**config.mk**
```make
export PLATFORM = sky130hd
export DESIGN_NAME = sap_obi_demux_tracked
export DESIGN_NICKNAME = d
export VERILOG_FILES = /design/src/rtl/sap_xbar_pkg.sv /design/src/rtl/sap_obi_demux_tracked_err_slave.sv /design/src/rtl/sap_obi_demux_tracked.sv
export SDC_FILE = /design/constraint.sdc
export NUM_CORES = 1
export LEC_CHECK = 0
export ABC_AREA = 1
export ABC_CLOCK_PERIOD_IN_PS = 2900
export CORE_AREA = 2 2 197 199
export CTS_BUF_LIST = sky130_fd_sc_hd__clkbuf_16
export CTS_CLUSTER_SIZE = 14
export DETAILED_ROUTE_END_ITERATION = 6
export DIE_AREA = 0 0 199 201
export GPL_TIMING_DRIVEN = 0
export PLACE_DENSITY = 0.5
export SYNTH_ARGS = -nofsm -noshare
export SYNTH_HDL_FRONTEND = slang
export SYNTH_SLANG_ARGS = --single-unit
```
**constraint.sdc**
```tcl
create_clock -name clk_i -period 2.9 [get_ports clk_i]
set_input_delay 0.435 -clock clk_i [delete_from_list [all_inputs] [get_ports clk_i]]
set_output_delay 0.435 -clock clk_i [all_outputs]
set_load 0.02 [all_outputs]
```
**src/rtl/sap_xbar_pkg.sv**
```systemverilog
// Shared types and constants for the SAP OBI crossbar pieces: address-map rule,
// default OBI request/response structs and the error-responder read data.
package sap_xbar_pkg;

    localparam int unsigned AW = 32;
    localparam int unsigned DW = 32;

    localparam logic [31:0] ERR_RDATA_DEFAULT = 32'hBADC_AB1E;

    // end_addr is exclusive
    typedef struct packed {
        logic [31:0]   idx;
        logic [AW-1:0] start_addr;
        logic [AW-1:0] end_addr;
    } addr_map_rule_t;

    typedef struct packed {
        logic            req;
        logic            we;
        logic [DW/8-1:0] be;
        logic [AW-1:0]   addr;
        logic [DW-1:0]   wdata;
    } obi_req_t;

    typedef struct packed {
        logic          gnt;
        logic          rvalid;
        logic [DW-1:0] rdata;
    } obi_resp_t;

    // index width that never collapses to zero bits
    function automatic int unsigned idx_width(input int unsigned n);
        return (n > 1) ? $clog2(n) : 1;
    endfunction

endpackage

```
**src/rtl/sap_obi_demux_tracked_err_slave.sv**
```systemverilog
// Internal OBI error responder: always grants, answers each handshake one cycle
// later with a fixed error payload.
module sap_obi_err_slave #(
    parameter int unsigned           DATA_WIDTH = 32,
    parameter logic [DATA_WIDTH-1:0] ERR_RDATA  = '0
) (
    input  logic                  clk_i,
    input  logic                  rst_ni,
    input  logic                  req_i,
    output logic                  gnt_o,
    output logic                  rvalid_o,
    output logic [DATA_WIDTH-1:0] rdata_o
);

    logic rvalid_q, rvalid_d;

    always_comb begin
        rvalid_d = req_i;
        gnt_o    = 1'b1;
        rvalid_o = rvalid_q;
        rdata_o  = ERR_RDATA;
    end

    always_ff @(posedge clk_i or negedge rst_ni) begin
        if (!rst_ni) rvalid_q <= 1'b0;
        else         rvalid_q <= rvalid_d;
    end

endmodule

```
**src/rtl/sap_obi_demux_tracked.sv**
```systemverilog
// 1-to-N OBI demux with outstanding tracking: all in-flight transactions target
// one port, so responses come back in order; unmapped addresses hit an error responder.
module sap_obi_demux_tracked #(
    parameter int unsigned           NUM_SLAVES      = 2,
    parameter int unsigned           NUM_RULES       = NUM_SLAVES,
    parameter int unsigned           ADDR_WIDTH      = 32,
    parameter int unsigned           DATA_WIDTH      = 32,
    parameter int unsigned           MAX_OUTSTANDING = 4,
    parameter logic [DATA_WIDTH-1:0] ERR_RDATA       = DATA_WIDTH'(sap_xbar_pkg::ERR_RDATA_DEFAULT),
    parameter type                   obi_req_t       = sap_xbar_pkg::obi_req_t,
    parameter type                   obi_resp_t      = sap_xbar_pkg::obi_resp_t,
    localparam int unsigned          CNT_W           = $clog2(MAX_OUTSTANDING + 1)
) (
    input  logic                                          clk_i,
    input  logic                                          rst_ni,
    input  sap_xbar_pkg::addr_map_rule_t [NUM_RULES-1:0]  addr_map_i,
    input  obi_req_t                                      master_req_i,
    output obi_resp_t                                     master_resp_o,
    output logic                                          master_err_o,
    output obi_req_t  [NUM_SLAVES-1:0]                    slave_req_o,
    input  obi_resp_t [NUM_SLAVES-1:0]                    slave_resp_i,
    output logic [CNT_W-1:0]                              outstanding_o
);

    import sap_xbar_pkg::*;

    localparam int unsigned      IDX_W   = idx_width(NUM_SLAVES + 1);
    localparam logic [IDX_W-1:0] ERR_IDX = IDX_W'(NUM_SLAVES);

    logic [IDX_W-1:0]      dec_idx, cur_idx_q, cur_idx_d;
    logic [CNT_W-1:0]      cnt_q, cnt_d;
    logic                  spurious_q, spurious_d;
    logic                  allow, sel_gnt, hs, pop, cur_rvalid;
    logic [DATA_WIDTH-1:0] cur_rdata;
    logic                  err_req, err_gnt, err_rvalid;
    logic [DATA_WIDTH-1:0] err_rdata;

    // Last matching rule wins; rules pointing past the slave range are ignored.
    always_comb begin
        dec_idx = ERR_IDX;
        for (int unsigned r = 0; r < NUM_RULES; r++) begin
            if (addr_map_i[r].idx < 32'(NUM_SLAVES) &&
                master_req_i.addr[ADDR_WIDTH-1:0] >= addr_map_i[r].start_addr[ADDR_WIDTH-1:0] &&
                master_req_i.addr[ADDR_WIDTH-1:0] <  addr_map_i[r].end_addr[ADDR_WIDTH-1:0])
                dec_idx = IDX_W'(addr_map_i[r].idx);
        end
    end

    always_comb begin
        sel_gnt    = err_gnt;
        cur_rvalid = err_rvalid;
        cur_rdata  = err_rdata;
        spurious_d = spurious_q;
        for (int unsigned i = 0; i < NUM_SLAVES; i++) begin
            if (dec_idx == IDX_W'(i)) sel_gnt = slave_resp_i[i].gnt;
            if (cur_idx_q == IDX_W'(i)) begin
                cur_rvalid = slave_resp_i[i].rvalid;
                cur_rdata  = slave_resp_i[i].rdata;
            end
            if (slave_resp_i[i].rvalid && (cnt_q == '0 || cur_idx_q != IDX_W'(i)))
                spurious_d = 1'b1;
        end
    end

    // A target switch is legal once the last outstanding response pops, even in the same cycle.
    always_comb begin
        pop   = cur_rvalid && (cnt_q != '0);
        allow = (cnt_q < CNT_W'(MAX_OUTSTANDING)) &&
                (cnt_q == '0 || dec_idx == cur_idx_q || (cnt_q == CNT_W'(1) && pop));
        hs      = master_req_i.req && allow && sel_gnt;
        err_req = master_req_i.req && allow && (dec_idx == ERR_IDX);

        for (int unsigned i = 0; i < NUM_SLAVES; i++) begin
            slave_req_o[i]     = master_req_i;
            slave_req_o[i].req = master_req_i.req && allow && (dec_idx == IDX_W'(i));
        end

        master_resp_o        = '0;
        master_resp_o.gnt    = hs;
        master_resp_o.rvalid = pop;
        master_resp_o.rdata  = cur_rdata;
        master_err_o         = pop && (cur_idx_q == ERR_IDX);

        cnt_d = cnt_q;
        if (hs && !pop)      cnt_d = cnt_q + CNT_W'(1);
        else if (!hs && pop) cnt_d = cnt_q - CNT_W'(1);
        cur_idx_d = hs ? dec_idx : cur_idx_q;
    end

    assign outstanding_o = cnt_q;

    always_ff @(posedge clk_i or negedge rst_ni) begin
        if (!rst_ni) begin
            cnt_q      <= '0;
            cur_idx_q  <= '0;
            spurious_q <= 1'b0;
        end else begin
            cnt_q      <= cnt_d;
            cur_idx_q  <= cur_idx_d;
            spurious_q <= spurious_d;
        end
    end

    sap_obi_err_slave #(
        .DATA_WIDTH (DATA_WIDTH),
        .ERR_RDATA  (ERR_RDATA)
    ) u_err_slave (
        .clk_i    (clk_i),
        .rst_ni   (rst_ni),
        .req_i    (err_req),
        .gnt_o    (err_gnt),
        .rvalid_o (err_rvalid),
        .rdata_o  (err_rdata)
    );

endmodule

```
---- Word-level counts from Yosys, hierarchy flattened ----
Cells that the tools add are included.
operators by class
  $add $sub $neg .......................... 2
  $mul .................................... 0
  divide/modulo/power cells ............... 0
  magnitude comparators ................... 7
  equality and inequality tests ........... 6
  shift operators ......................... 0
  muxes and demuxes ....................... 10
  bitwise gates (word level) .............. 0
  reduce and logical (&&, ||, !) cells .... 24
operator list
  kind                                                         number
  greater-or-equal comparator 32 bit                           2
  less-than comparator 32 x 2 -> 1 bit, second input constant  2
  less-than comparator 32 bit                                  2
  2-to-1 mux 32 bit                                            2
  logical AND 1 bit                                            15
  2-to-1 mux 3 bit                                             2
  equality test 2 x 1 -> 1 bit, second input constant          2
  equality test 2 bit, second input constant                   2
  logical NOT 2 bit                                            2
  2-to-1 mux 1 bit                                             4
  2-to-1 mux 2 bit                                             2
  adder 3 x 1 -> 3 bit, second input constant                  1
  equality test 3 x 1 -> 1 bit, second input constant          1
  logical NOT 3 bit                                            1
  less-than comparator 3 bit, second input constant            1
  nonzero test 3 bit                                           1
  subtractor 3 x 1 -> 3 bit, second input constant             1
  equality test 2 bit                                          1
  logical NOT 1 bit                                            2
  logical OR 1 bit                                             2
  nonzero test 2 bit                                           1
storage, ports and cells
  register bits ........................... 6
  latch bits .............................. 0
  bits in writable memories ............... 0
  bits in read-only memories .............. 0
  input bits .............................. 332
  output and inout bits ................... 178
  logic and storage cells ................. 52
  memories ................................ 0

---- Depth between registers and ports, before layout ----
Gate-level depths: netlist of the first run.
  depth in word-level cells ............... 15
  gate-level depth with buffers ........... 27
  depth with buffers taken out ............ 27

---- Hierarchy ----
From an unflattened synthesis of the first run, not the netlist that was laid out.
second synthesis, totals
  cells, all modules ...................... 988
  area, all modules ....................... 6067.1 µm²
by module, submodules not included
  module                 times used  cells an instance  area each (µm²)  sequential area each (µm²)
  sap_obi_demux_tracked  1           952                5786.8           125.1
  sap_obi_err_slave      1           36                 280.3            25.0

---- Worst setup path before layout of the first run ----
Ideal clock, no wire load.
  path type ............................... input -> register
  start point ............................. input addr_map_i[159] (netlist bit)
  end point ............................... register cnt_q[2] (netlist: outstanding_o[2])
  library setup time ...................... 118 ps
  arrival time ............................ 2687 ps
  data required time ...................... 2782 ps
  setup slack ............................. 95 ps
  cell stages on the path ................. 22
  path buffers ............................ 0
  cells stage by stage .................... inv_1 -> ha_1 -> nand2_1 -> nor2_2 -> nand2_1 -> nor3_2 -> nand4_1 -> nand3_2 -> nand3_1 -> nand2_2 -> nand2_2 -> nand2_1 -> nand2_1 -> nand2_1 -> nand2_2 -> nand3_2 -> inv_1 -> ha_1 -> nor2_1 -> o21ai_0 -> xor2_1 -> inv_1
on the way
  word-level cells in the longest chain between the ends .. 13
  elaborated cells on any way between the ends .. 19
  those cells by class .................... 1 x order compare; 2 x eq/ne; 4 x mux; 12 x reduce/logical
RTL lines
  what                                    RTL line                     RTL
  start, declared                         sap_obi_demux_tracked.sv:16  input sap_xbar_pkg::addr_map_rule_t [NUM_RULES-1:0] addr_map_i,
  greater-or-equal comparator 32 bit (*)  sap_obi_demux_tracked.sv:43  master_req_i.addr[ADDR_WIDTH-1:0] >= addr_map_i[r].start_addr[ADDR_WIDTH-1:0] &&
  logical AND 1 bit (*)                   sap_obi_demux_tracked.sv:42  if (addr_map_i[r].idx < 32'(NUM_SLAVES) &&
  logical AND 1 bit (*)                   sap_obi_demux_tracked.sv:43
  2-to-1 mux 2 bit (*)                    sap_obi_demux_tracked.sv:42
  equality test 2 bit                     sap_obi_demux_tracked.sv:69  (cnt_q == '0 || dec_idx == cur_idx_q || (cnt_q == CNT_W'(1) && pop));
  logical OR 1 bit (2 in series)          sap_obi_demux_tracked.sv:69
  logical AND 1 bit                       sap_obi_demux_tracked.sv:68  allow = (cnt_q < CNT_W'(MAX_OUTSTANDING)) &&
  logical AND 1 bit                       sap_obi_demux_tracked.sv:70  hs = master_req_i.req && allow && sel_gnt;
  logical AND 1 bit (*)                   sap_obi_demux_tracked.sv:70
  net hs                                  sap_obi_demux_tracked.sv:33  logic allow, sel_gnt, hs, pop, cur_rvalid;
  logical NOT 1 bit                       sap_obi_demux_tracked.sv:86  else if (!hs && pop) cnt_d = cnt_q - CNT_W'(1);
  logical AND 1 bit                       sap_obi_demux_tracked.sv:86
  nonzero test 2 bit (no line)            --
  end signal, assigned                    sap_obi_demux_tracked.sv:98  cnt_q <= cnt_d;
  end, declared                           sap_obi_demux_tracked.sv:31  logic [CNT_W-1:0] cnt_q, cnt_d;
The timed path passes the listed nets; every way through them passes the cells marked *.
A chain may end at the register's enable or synchronous reset.

---- Final worst setup path of the first run ----
  start point ............................. input addr_map_i[173] (netlist bit)
  end point ............................... output master_resp_o[33] (netlist bit)
on the way
  word-level cells in the longest chain between the ends .. 10
  elaborated cells on any way between the ends .. 14
  those cells by class .................... 1 x order compare; 2 x eq/ne; 3 x mux; 8 x reduce/logical
RTL lines
  what                                      RTL line                     RTL
  less-than comparator 32 x 2 -> 1 bit (*)  sap_obi_demux_tracked.sv:42
  logical AND 1 bit (*)                     sap_obi_demux_tracked.sv:42
  logical AND 1 bit (*)                     sap_obi_demux_tracked.sv:43
  2-to-1 mux 2 bit (*)                      sap_obi_demux_tracked.sv:42
  equality test 2 bit                       sap_obi_demux_tracked.sv:69
  logical OR 1 bit (2 in series)            sap_obi_demux_tracked.sv:69
  logical AND 1 bit                         sap_obi_demux_tracked.sv:68
  logical AND 1 bit                         sap_obi_demux_tracked.sv:70
  logical AND 1 bit (*)                     sap_obi_demux_tracked.sv:70
  end, declared                             sap_obi_demux_tracked.sv:18  output obi_resp_t master_resp_o,
Every way passes the cells marked *; elsewhere a longest branch is shown, timed or not.

==> results.ini, run 1 <==
[status]
status=finished, violations left
violations=negative setup slack

[route]
drc=0
postRouteWirelength_um=27680
vias_per_cell=3.794
antenna_left=0
drt_iter0_drc=238
vias=7257
post_drt_wl_per_cell_um=14.47
dr.pass1.iters=4

[setup_path]
crit_path_end_kind=output pin
crit_path_max_fanout=5
critical_path_required_ns=2.47
critical_path_class=in -> out
startpoint_type=input pin
worst_ep_arrival_time_ns=2.63

[clocking]
cts_hold_buffers=0
htree_levels=1
cts_buffer_depth=2
clock-sinks=6
cts.clk_slew.worst_paths_ns=0.04
cts_buffers=3
clk_latency_ns=0.23
cts_tree=yes
clockRootBuffer=clkbuf_16

[finish]
layout.nets=1857
syn_to_final_growth_pct=132.0
drive_above_1_share_pct=40.37
num-fill-cells=4075
finalNonFillerCells=1913

[global_routing]
track_usage_pct=13.07
grt_pass1_vias=7530
antenna_found_initial=6
grt_max_degree=11
grt_pass1_wl_um=40870
grt_overflow_total=0

[job]
max_cap_viol_count=0

[die]
rows=72
fp.coreArea_um2=38110
start_util_pct=14.56
chipWidth_um=199
dieArea_um2=40000
die_h_um=201
ioPinCount=510

[sta]
rsz0062_at_grt=true
tns_ns=-0.4949
max_freq_mhz=325.9
hold_violations=0
worst_pin_slew_ns=0.5922
finalCritPeriodShare_pct=105.8
fin_skew_ns=0.001298
post-route-min-period_ns=3.069
slew_headroom_pct=60.10
finalWorstSetupSlack_ns=-0.1687
setup_viol=4
final_max_slew_viol_count=0

[synthesis]
synth-warning-count=0
ys_seq_area_share_pct=2.707
synth_edf_count=0
synth_top_area_cell=ha_1
netlist-cell-type-count=35
synth_area_um2=5547
synth_seq_cells=6
synth.most_common_cell=inv_1
synth_common_cells=169 x inv_1, 150 x nand2_1, 140 x buf_4, 131 x ha_1, 71 x nor2_1
synthesis.nets=1331
netlist_instances=868
synth_area_leaders=ha_1 30%, buf_4 19%, inv_1 11%
synth_area_per_cell_um2=6.390
ys_async_sr_fraction_pct=100.0
synth_top_cell_area_share_pct=29.55
yosys_most_used_dff=dfrtp_1

[worst_hold_path]
min_path_type=in -> async

[placement]
dp_hpwl_um=23420
gp_congestion=0.8169
io_buffer_count=472
place_inst=1858

[pwr]
p_per_area_nw_per_um2=251.4
p_leak_nw=5.981
ir_drop_uv=225.1

placed cells by master, fill, tap and decap left out, drive strengths merged, types with 16 or more instances in the layout:
cell / n
a21oi: 63
buf: 236
clkbuf: 16
clkdlybuf4s50: 298
dlygate4sd2: 96
ha: 131
inv: 171
nand2: 153
nand3: 19
nand4: 17
nor2: 73
o21ai: 19
o22a: 19
what timing repair did:
action,CTS,global route
endpoints found under the hold margin,0,0
resized for setup,666,113
setup endpoints to repair,19,29
buffers inserted,35,14
pin swaps,278,87
final cells by class:
cell class                 count  area [um2]  area share, %
antenna                        3       7.507        0.05833
buffer                       144        1072          8.332
clock buffer                   3       75.07         0.5833
inverter                     173       651.9          5.065
multi-input combinational    545        5323          41.36
sequential                     6       150.1          1.167
tap                          518       648.1          5.036
timing repair buffer         521        4942          38.40
metal layers:
metal | routed length [um] | vias to the layer above | global-route usage [%]
li1 | - | 3722 | -
met1 | 11780 | 3283 | 16.17
met2 | 14250 | 240 | 24.45
met3 | 1526 | 10 | 1.747
met4 | 106 | 2 | 1.466
met5 | 13 | - | 0
critical path, stage by stage:
cell and delay (ns):
clkdlybuf4s50_1 0.40, nor2_1 0.12, nand2_2 0.09, nor2_2 0.12, nand4_1 0.07, nand3b_1 0.23
nor2_4 0.18, nand4_1 0.18, nand2_2 0.12, nand2_1 0.05, nand2_1 0.05, nand2_1 0.07
nand2_2 0.11, nand3_2 0.10, inv_2 0.09, buf_6 0.09, buf_6 0.10
where the power goes:
| group | switching [mW] | internal (mW) | total [mW] |
|---|---|---|---|
| registers | 0.0460 | 0.122 | 0.168 |
| clock network | 0.0504 | 0.177 | 0.228 |
| logic | 1.34 | 1.50 | 2.84 |
| total | 1.43 | 1.80 | 3.24 |
final timing paths:
kind	start	end	slack [ns]	cells after the start
min reg2reg	cur_idx_q[0]$_DFFE_PN0P_	cur_idx_q[0]$_DFFE_PN0P_	0.56	2
min	rst_ni	outstanding_o[2]$_DFFE_PN0P_	0.47	1
max	addr_map_i[173]	master_resp_o[33]	-0.17	17
max in group asynchronous	rst_ni	outstanding_o[1]$_DFFE_PN0P_	2.19	1
min in group clk_i	cur_idx_q[0]$_DFFE_PN0P_	cur_idx_q[0]$_DFFE_PN0P_	0.56	2
max reg2reg	cur_idx_q[1]$_DFFE_PN0P_	outstanding_o[2]$_DFFE_PN0P_	0.69	13
state kept, by name, summed over array words and instances, names as in the netlist:
| signal | flops |
|---|---|
| outstanding_o | 3 |
| cur_idx_q | 2 |
| u_err_slave.rvalid_o | 1 |
kinds of logic (layout without fill, tap and decap cells):
group	count (synthesis)	count (layout)	share of synthesized area, %
xor+xnor	4	4	0.6317
compound gates	127	127	14.28
other cells	0	3	0
flops	6	6	2.707
buf+inv	317	841	30.93
fa+ha+maj	131	131	29.55
simple gates	283	283	21.90
through the flow:
step	util [%]	hold WS [ns]	worst slack (ns)	power, mW	instance area (um2)
floorplan	-	0.1394	0.09488	1.400	5547
global placement	28.65	0.5280	-1.734	2.575	10920
detailed placement	28.65	0.5264	-1.784	2.600	10920
CTS	32.80	0.4718	-0.1694	3.145	12500
global route	33.77	0.5008	-0.3626	3.502	12870
finish	33.77	0.4708	-0.1687	3.235	12870
No activity file was read; power rests on OpenSTA's default activity.
==> run 2, diff against run 1 <==
--- a/config.mk
+++ b/config.mk
@@ -8,12 +8,13 @@
 export ABC_AREA = 1
 export ABC_CLOCK_PERIOD_IN_PS = 2900
 export CORE_AREA = 2 2 197 199
-export CTS_BUF_LIST = sky130_fd_sc_hd__clkbuf_16
 export CTS_CLUSTER_SIZE = 14
 export DETAILED_ROUTE_END_ITERATION = 6
 export DIE_AREA = 0 0 199 201
 export GPL_TIMING_DRIVEN = 0
+export HOLD_SLACK_MARGIN = 0.15
 export PLACE_DENSITY = 0.5
+export REMOVE_ABC_BUFFERS = 1
 export SYNTH_ARGS = -nofsm -noshare
 export SYNTH_HDL_FRONTEND = slang
 export SYNTH_SLANG_ARGS = --single-unit
==> run 2 against run 1 <==
  * The run still ends with negative setup slack left
  * Cell area shrank 16%
  * Maximum frequency increased by 0.62%
  * Critical path depth did not move
  * Flip-flop and latch count is the same
  * Highest routed layer unchanged
==> results.ini, run 2 (synthesized netlist as in run 1, its figures left out) <==
[global_routing]
grt_overflow_total=0  ; unchanged
antenna_found_initial=11  ; +5
grt_pass1_wl_um=40830  ; -0.10%
grt_max_degree=20  ; +9
grt_pass1_vias=6869  ; -8.8%
track_usage_pct=13.63  ; +0.56 points

[sta]
finalWorstSetupSlack_ns=-0.1497  ; +0.01898 ns
hold_ws_ns=0.4699  ; -0.0008270 ns
finalCritPeriodShare_pct=105.2  ; -0.65 points
setup_viol=4  ; unchanged
max_freq_mhz=327.9  ; +0.62%
rsz0062_at_grt=true
final_max_slew_viol_count=0  ; unchanged
fin_skew_ns=0.003992  ; +0.002694 ns
post-route-min-period_ns=3.050  ; -0.01898 ns
worst_pin_slew_ns=0.4628  ; -0.1294 ns
slew_headroom_pct=68.82  ; +8.7 points
hold_violations=0  ; unchanged

[route]
drc=0  ; unchanged
postRouteWirelength_um=28690  ; +3.7%
antenna_left=0  ; unchanged
post_drt_wl_per_cell_um=17.12  ; +18%
vias=6557  ; -9.6%
dr.pass1.iters=4  ; unchanged
vias_per_cell=3.912  ; +3.1%
drt_iter0_drc=190  ; -20%

[clocking]
cts_tree=yes
cts_buffers=3  ; unchanged
cts.clk_slew.worst_paths_ns=0.03  ; about the same
clk_latency_ns=0.23  ; about the same
cts_buffer_depth=2  ; unchanged
cts_hold_buffers=0  ; unchanged
htree_levels=1  ; unchanged
clock-sinks=6  ; unchanged
clockRootBuffer=clkbuf_16

[setup_path]
crit_path_max_fanout=5  ; unchanged
crit_path_end_kind=output pin
cp_slowest_cell=nor4_4
path_delay_family=simple AND/OR/NAND/NOR gates
slowest_delay_ns=0.29  ; -0.11 ns
worst_ep_arrival_time_ns=2.61  ; -0.02 ns
startpoint_type=input pin
crit_chain=buf_12 > ha_4 > nand2_4 > nor2_4 > nand4_1 > buf_6 > nor4_4 > nand2_2 > nand4_1 > buf_4 > nand3_2 > nand2_1 > nand2_1 > nand2_2 > nand3_2 > inv_2 > buf_6
critical_path_class=in -> out
cp_num_buf_inv=5  ; +1
critical_path_required_ns=2.47  ; about the same

[status]
violations=negative setup slack
status=finished, violations left

[placement]
gp_congestion=0.8137  ; -0.39%
io_buffer_count=398  ; -16%
placed_area_um2=9112  ; -17%
dp_hpwl_um=24490  ; +4.6%
place_inst=1640  ; -12%

[die]
die_h_um=201  ; unchanged
dieArea_um2=40000  ; unchanged
start_util_pct=14.56  ; unchanged
fp.coreArea_um2=38110  ; unchanged
ioPinCount=510  ; unchanged
chipWidth_um=199  ; unchanged
rows=72  ; unchanged

[finish]
layout.nets=1617  ; -13%
final_common_cell=clkdlybuf4s50_1
fin_area_um2=10820  ; -16%
mostFrequentLayoutCells=237 x clkdlybuf4s50_1, 97 x nand2_1, 96 x dlygate4sd2_1
syn_to_final_growth_pct=95.15
finalNonFillerCells=1676  ; -12%
largest_reg_flops=3  ; unchanged
drive_above_1_share_pct=33.94  ; -6.4 points

[pwr]
ir_drop_uv=175.5  ; -22%
p_per_area_nw_per_um2=266.7  ; +6.1%
p_leak_nw=4.803  ; -20%

[worst_hold_path]
min_path_type=in -> async

[job]
max_cap_viol_count=0  ; unchanged

==> run 2: layout make-up <==
type                       count  area [um2]
clock buffer                   3       75.07
fill                        4189       27280
sequential                     6       150.1
antenna                        6       15.01
timing repair buffer         425        3940
multi-input combinational    545        5341
inverter                     173       654.4
tap                          518       648.1
==> run 2: worst paths after layout <==
| kind | from | endpoint | slack, ns | depth (start not counted) |
|---|---|---|---|---|
| min in group clk_i | outstanding_o[1]$_DFFE_PN0P_ | outstanding_o[1]$_DFFE_PN0P_ | 0.55 | 2 |
| setup / recovery | master_req_i[63] | master_resp_o[33] | -0.15 | 17 |
| hold reg to reg | outstanding_o[1]$_DFFE_PN0P_ | outstanding_o[1]$_DFFE_PN0P_ | 0.55 | 2 |
| setup reg to reg | cur_idx_q[0]$_DFFE_PN0P_ | outstanding_o[2]$_DFFE_PN0P_ | 0.62 | 13 |
| hold / removal | rst_ni | outstanding_o[2]$_DFFE_PN0P_ | 0.47 | 1 |
| max in group asynchronous | rst_ni | cur_idx_q[0]$_DFFE_PN0P_ | 2.19 | 1 |
==> run 2: what timing repair did <==
| item | CTS | global route |
|---|---|---|
| setup buffers | 22 | 5 |
| resized for setup | 707 | 27 |
| endpoints found under the setup margin | 37 | 26 |
| pin swaps | 264 | 31 |
| gates cloned | 0 | 0 |
==> run 2: layer usage <==
metal / vias up / track usage (%) / routed length (um)
li1: 3247 / - / -
met1: 2978 / 16.65 / 12130
met2: 291 / 21.08 / 12520
met3: 31 / 7.157 / 3449
met5: - / 5.802 / 312
met4: 10 / 1.786 / 282
==> run 2: report_power, final <==
group	internal [mW]	switching (mW)	total, mW	leakage (nW)
clock network	0.177	0.0448	0.222	0.0370
registers	0.121	0.0542	0.176	0.0743
logic	1.26	1.23	2.49	4.69
total	1.56	1.33	2.89	4.80
==> run 2: worst register-to-register path, stage by stage, from the launching register on <==
cell,delay (ns)
dfrtp_1,0.45
inv_1,0.14
nor2_4,0.38
nand2_1,0.09
nand2_1,0.10
a21oi_1,0.09
nand2_2,0.13
nand3_2,0.10
inv_2,0.12
ha_4,0.22
nor2_2,0.11
o21ai_2,0.06
xor2_1,0.12
inv_1,0.05
==> run 2: through the flow <==
stage	setup TNS, ns	utilization (%)	total power [mW]	worst slack (ns)
finish	-0.4499	28.40	2.887	-0.1497
global route	-1.092	28.39	3.132	-0.2848
global placement	-21.87	23.91	2.240	-1.483
detailed placement	-22.62	23.91	2.253	-1.498
floorplan	0	-	1.096	0.004397
CTS	-0.2115	28.20	2.843	-0.08442
==> run 3, diff against run 2 <==
--- a/config.mk
+++ b/config.mk
@@ -15,6 +15,7 @@
 export HOLD_SLACK_MARGIN = 0.15
 export PLACE_DENSITY = 0.5
 export REMOVE_ABC_BUFFERS = 1
+export SKIP_CTS_REPAIR_TIMING = 1
 export SYNTH_ARGS = -nofsm -noshare
 export SYNTH_HDL_FRONTEND = slang
 export SYNTH_SLANG_ARGS = --single-unit
==> run 3 against run 2 <==
  * The run still ends with negative setup slack left
  * Cell area rose by 8.5%
  * Flip-flop and latch count did not move
  * Register-to-register slack gained 0.16 ns
  * Critical path depth increased by 1
  * Sequential power about the same
  * Utilization increased by 2.4 points
==> results.ini, run 3 (synthesized netlist as in run 1, its figures left out) <==
[finish]
final_common_cell=clkdlybuf4s50_1
ff_latch_area_um2=150.1  ; unchanged
final_core_util_pct=30.83  ; +2.4 points
num-fill-cells=4055  ; -3.2%
layout.nets=1619  ; +0.12%
drive_above_1_share_pct=38.65  ; +4.7 points
multi_input_area_um2=5720  ; +7.1%
largest_reg_flops=3  ; unchanged
syn_to_final_growth_pct=111.8
mostFrequentLayoutCells=222 x clkdlybuf4s50_1, 132 x dlymetal6s2s_1, 99 x inv_2

[sta]
finalWorstSetupSlack_ns=-0.1428  ; +0.006904 ns
final_max_slew_viol_count=0  ; unchanged
worst_pin_slew_ns=0.5054  ; +0.04261 ns
post-route-min-period_ns=3.043  ; -0.006904 ns
max_freq_mhz=328.6  ; +0.23%
hold_ws_ns=0.4656  ; -0.004321 ns
finalCritPeriodShare_pct=104.9  ; -0.24 points
hold_violations=0  ; unchanged
rsz0062_at_grt=true
slew_headroom_pct=65.95  ; -2.9 points
fin_skew_ns=0.004045  ; +0.00005285 ns
setup_viol=3  ; -1
tns_ns=-0.3835  ; +0.06632 ns

[route]
drt_iter0_drc=227  ; +19%
vias_per_cell=3.912  ; about the same
vias=6560  ; +0.046%
post_drt_wl_per_cell_um=17.40  ; +1.6%
antenna_left=0  ; unchanged
postRouteWirelength_um=29180  ; +1.7%
drc=0  ; unchanged
dr.pass1.iters=6  ; +2

[global_routing]
track_usage_pct=12.74  ; -0.89 points
grt_pass1_wl_um=37680  ; -7.7%
top_usage_layer=met2
grtUsageMet3_pct=7.191  ; +0.034 points
met1_usage_pct=16.11  ; -0.53 points
grtUsageMet2_pct=18.88  ; -2.2 points
grt_overflow_total=0  ; unchanged
grt_max_degree=20  ; unchanged
grt_pass1_vias=6232  ; -9.3%
antenna_found_initial=10  ; -1

[clocking]
clock-sinks=6  ; unchanged
cts.clk_slew.worst_paths_ns=0.03  ; about the same
clk_latency_ns=0.23  ; about the same
cts_tree=yes
cts_buffers=3  ; unchanged
clockRootBuffer=clkbuf_16
cts_buffer_depth=2  ; unchanged
htree_levels=1  ; unchanged

[die]
start_util_pct=14.56  ; unchanged
rows=72  ; unchanged
fp.coreArea_um2=38110  ; unchanged
ioPinCount=510  ; unchanged
dieArea_um2=40000  ; unchanged
chipWidth_um=199  ; unchanged
die_h_um=201  ; unchanged

[setup_path]
crit_chain=clkdlybuf4s50_1 > inv_2 > ha_4 > nand2_4 > nor2_4 > nand2_2 > a21oi_4 > nor2_4 > nand3_2 > nand2_2 > nand2_2 > nand2_1 > nand2_1 > nand2_2 > nand2_4 > nand3_2 > nor2_2 > buf_6
cp-startpoint=addr_map_i[116]
reg2reg_from=cur_idx_q[1]$_DFFE_PN0P_
r2r_end=outstanding_o[2]$_DFFE_PN0P_
cp_slowest_cell=clkdlybuf4s50_1
crit_path_max_fanout=5  ; unchanged
crit_path_end_kind=output pin
cp_num_buf_inv=3  ; -2
path_delay_family=simple AND/OR/NAND/NOR gates
ff2ff_path_depth=12  ; -1
startpoint_type=input pin
r2r_slack_ns=0.78  ; +0.16 ns
crit_top_cell=nand2_2
critical_path_required_ns=2.47  ; about the same
worst_ep_arrival_time_ns=2.61  ; about the same
slowest_delay_ns=0.47  ; +0.18 ns
critical_path_class=in -> out

[pwr]
p_total_mw=3.098  ; +7.3%
internal-power_mw=1.690  ; +8.4%
p_leak_nw=5.920  ; +23%
ir_drop_uv=192.2  ; +9.6%
p_per_area_nw_per_um2=263.7  ; -1.1%
seqPwrFrac_pct=5.7  ; -0.4 points
clkPwrFrac_pct=7.2  ; -0.5 points
switchingPower_mw=1.408  ; +6.1%
netSwitchingFraction_pct=45.45  ; -0.52 points
p_comb_share_pct=87.2  ; +1.0 points

[placement]
gp_congestion=0.8137  ; unchanged
dp_hpwl_um=24490  ; unchanged
io_buffer_count=398  ; unchanged
pre_cts_ws_ns=-1.498  ; unchanged

[status]
violations=negative setup slack
status=finished, violations left

[worst_hold_path]
min_path_type=in -> async

[job]
max_cap_viol_count=0  ; unchanged

## run 3: worst max-delay path by stage
stage	endpoint	slack, ns	cells past startpoint
after floorplan	outstanding_o[2]$_DFFE_PN0P_	0.004	22
after global placement	slave_req_o[69]	-1.48	17
after detailed placement	master_resp_o[33]	-1.50	17
after CTS	master_resp_o[33]	-1.50	17
after global routing	slave_req_o[69]	-0.26	18
final	slave_req_o[69]	-0.14	18
## run 3: worst reg2reg max path, delay by kind of cell, from the launching register on
| family | cells | cell delay, ns |
|---|---|---|
| AND/OR/NAND/NOR | 5 | 0.46 |
| flip-flops | 1 | 0.53 |
| buffers and inverters | 2 | 0.10 |
| AO/OA/AOI/OAI | 3 | 0.48 |
| adder cells (fa/ha/maj) | 1 | 0.28 |
| XOR/XNOR | 1 | 0.15 |
## run 3: final cells by class
class | instances | area share (%)
flip-flops and latches | 6 | 1.278
repair buffers | 427 | 38.16
well taps | 518 | 5.516
clock buffers | 3 | 0.6390
multi-input cells | 545 | 48.69
diodes | 5 | 0.1065
inverters | 173 | 5.612
## run 3: per-stage QoR
stage	cells	area, um2
final	1677	11750
after global routing	1674	11740
after floorplan	724	4481
after detailed placement	1640	9112
after CTS	1643	9188
after global placement	1640	9112
## run 3: power by group through the flow
| stage | clock (mW) | combinational (mW) | sequential, mW |
|---|---|---|---|
| after floorplan | 0 | 0.913 | 0.183 |
| after global placement | 0 | 2.07 | 0.169 |
| after detailed placement | 0 | 2.08 | 0.170 |
| after CTS | 0.225 | 2.10 | 0.169 |
| after global routing | 0.233 | 2.93 | 0.185 |
| final | 0.222 | 2.70 | 0.175 |
## run 3: per-layer routing
metal,part of all wire [%],vias up
li1,-,3249
met1,42,3007
met2,45,271
met3,11,25
met4,0.66,8
met5,1.0,-
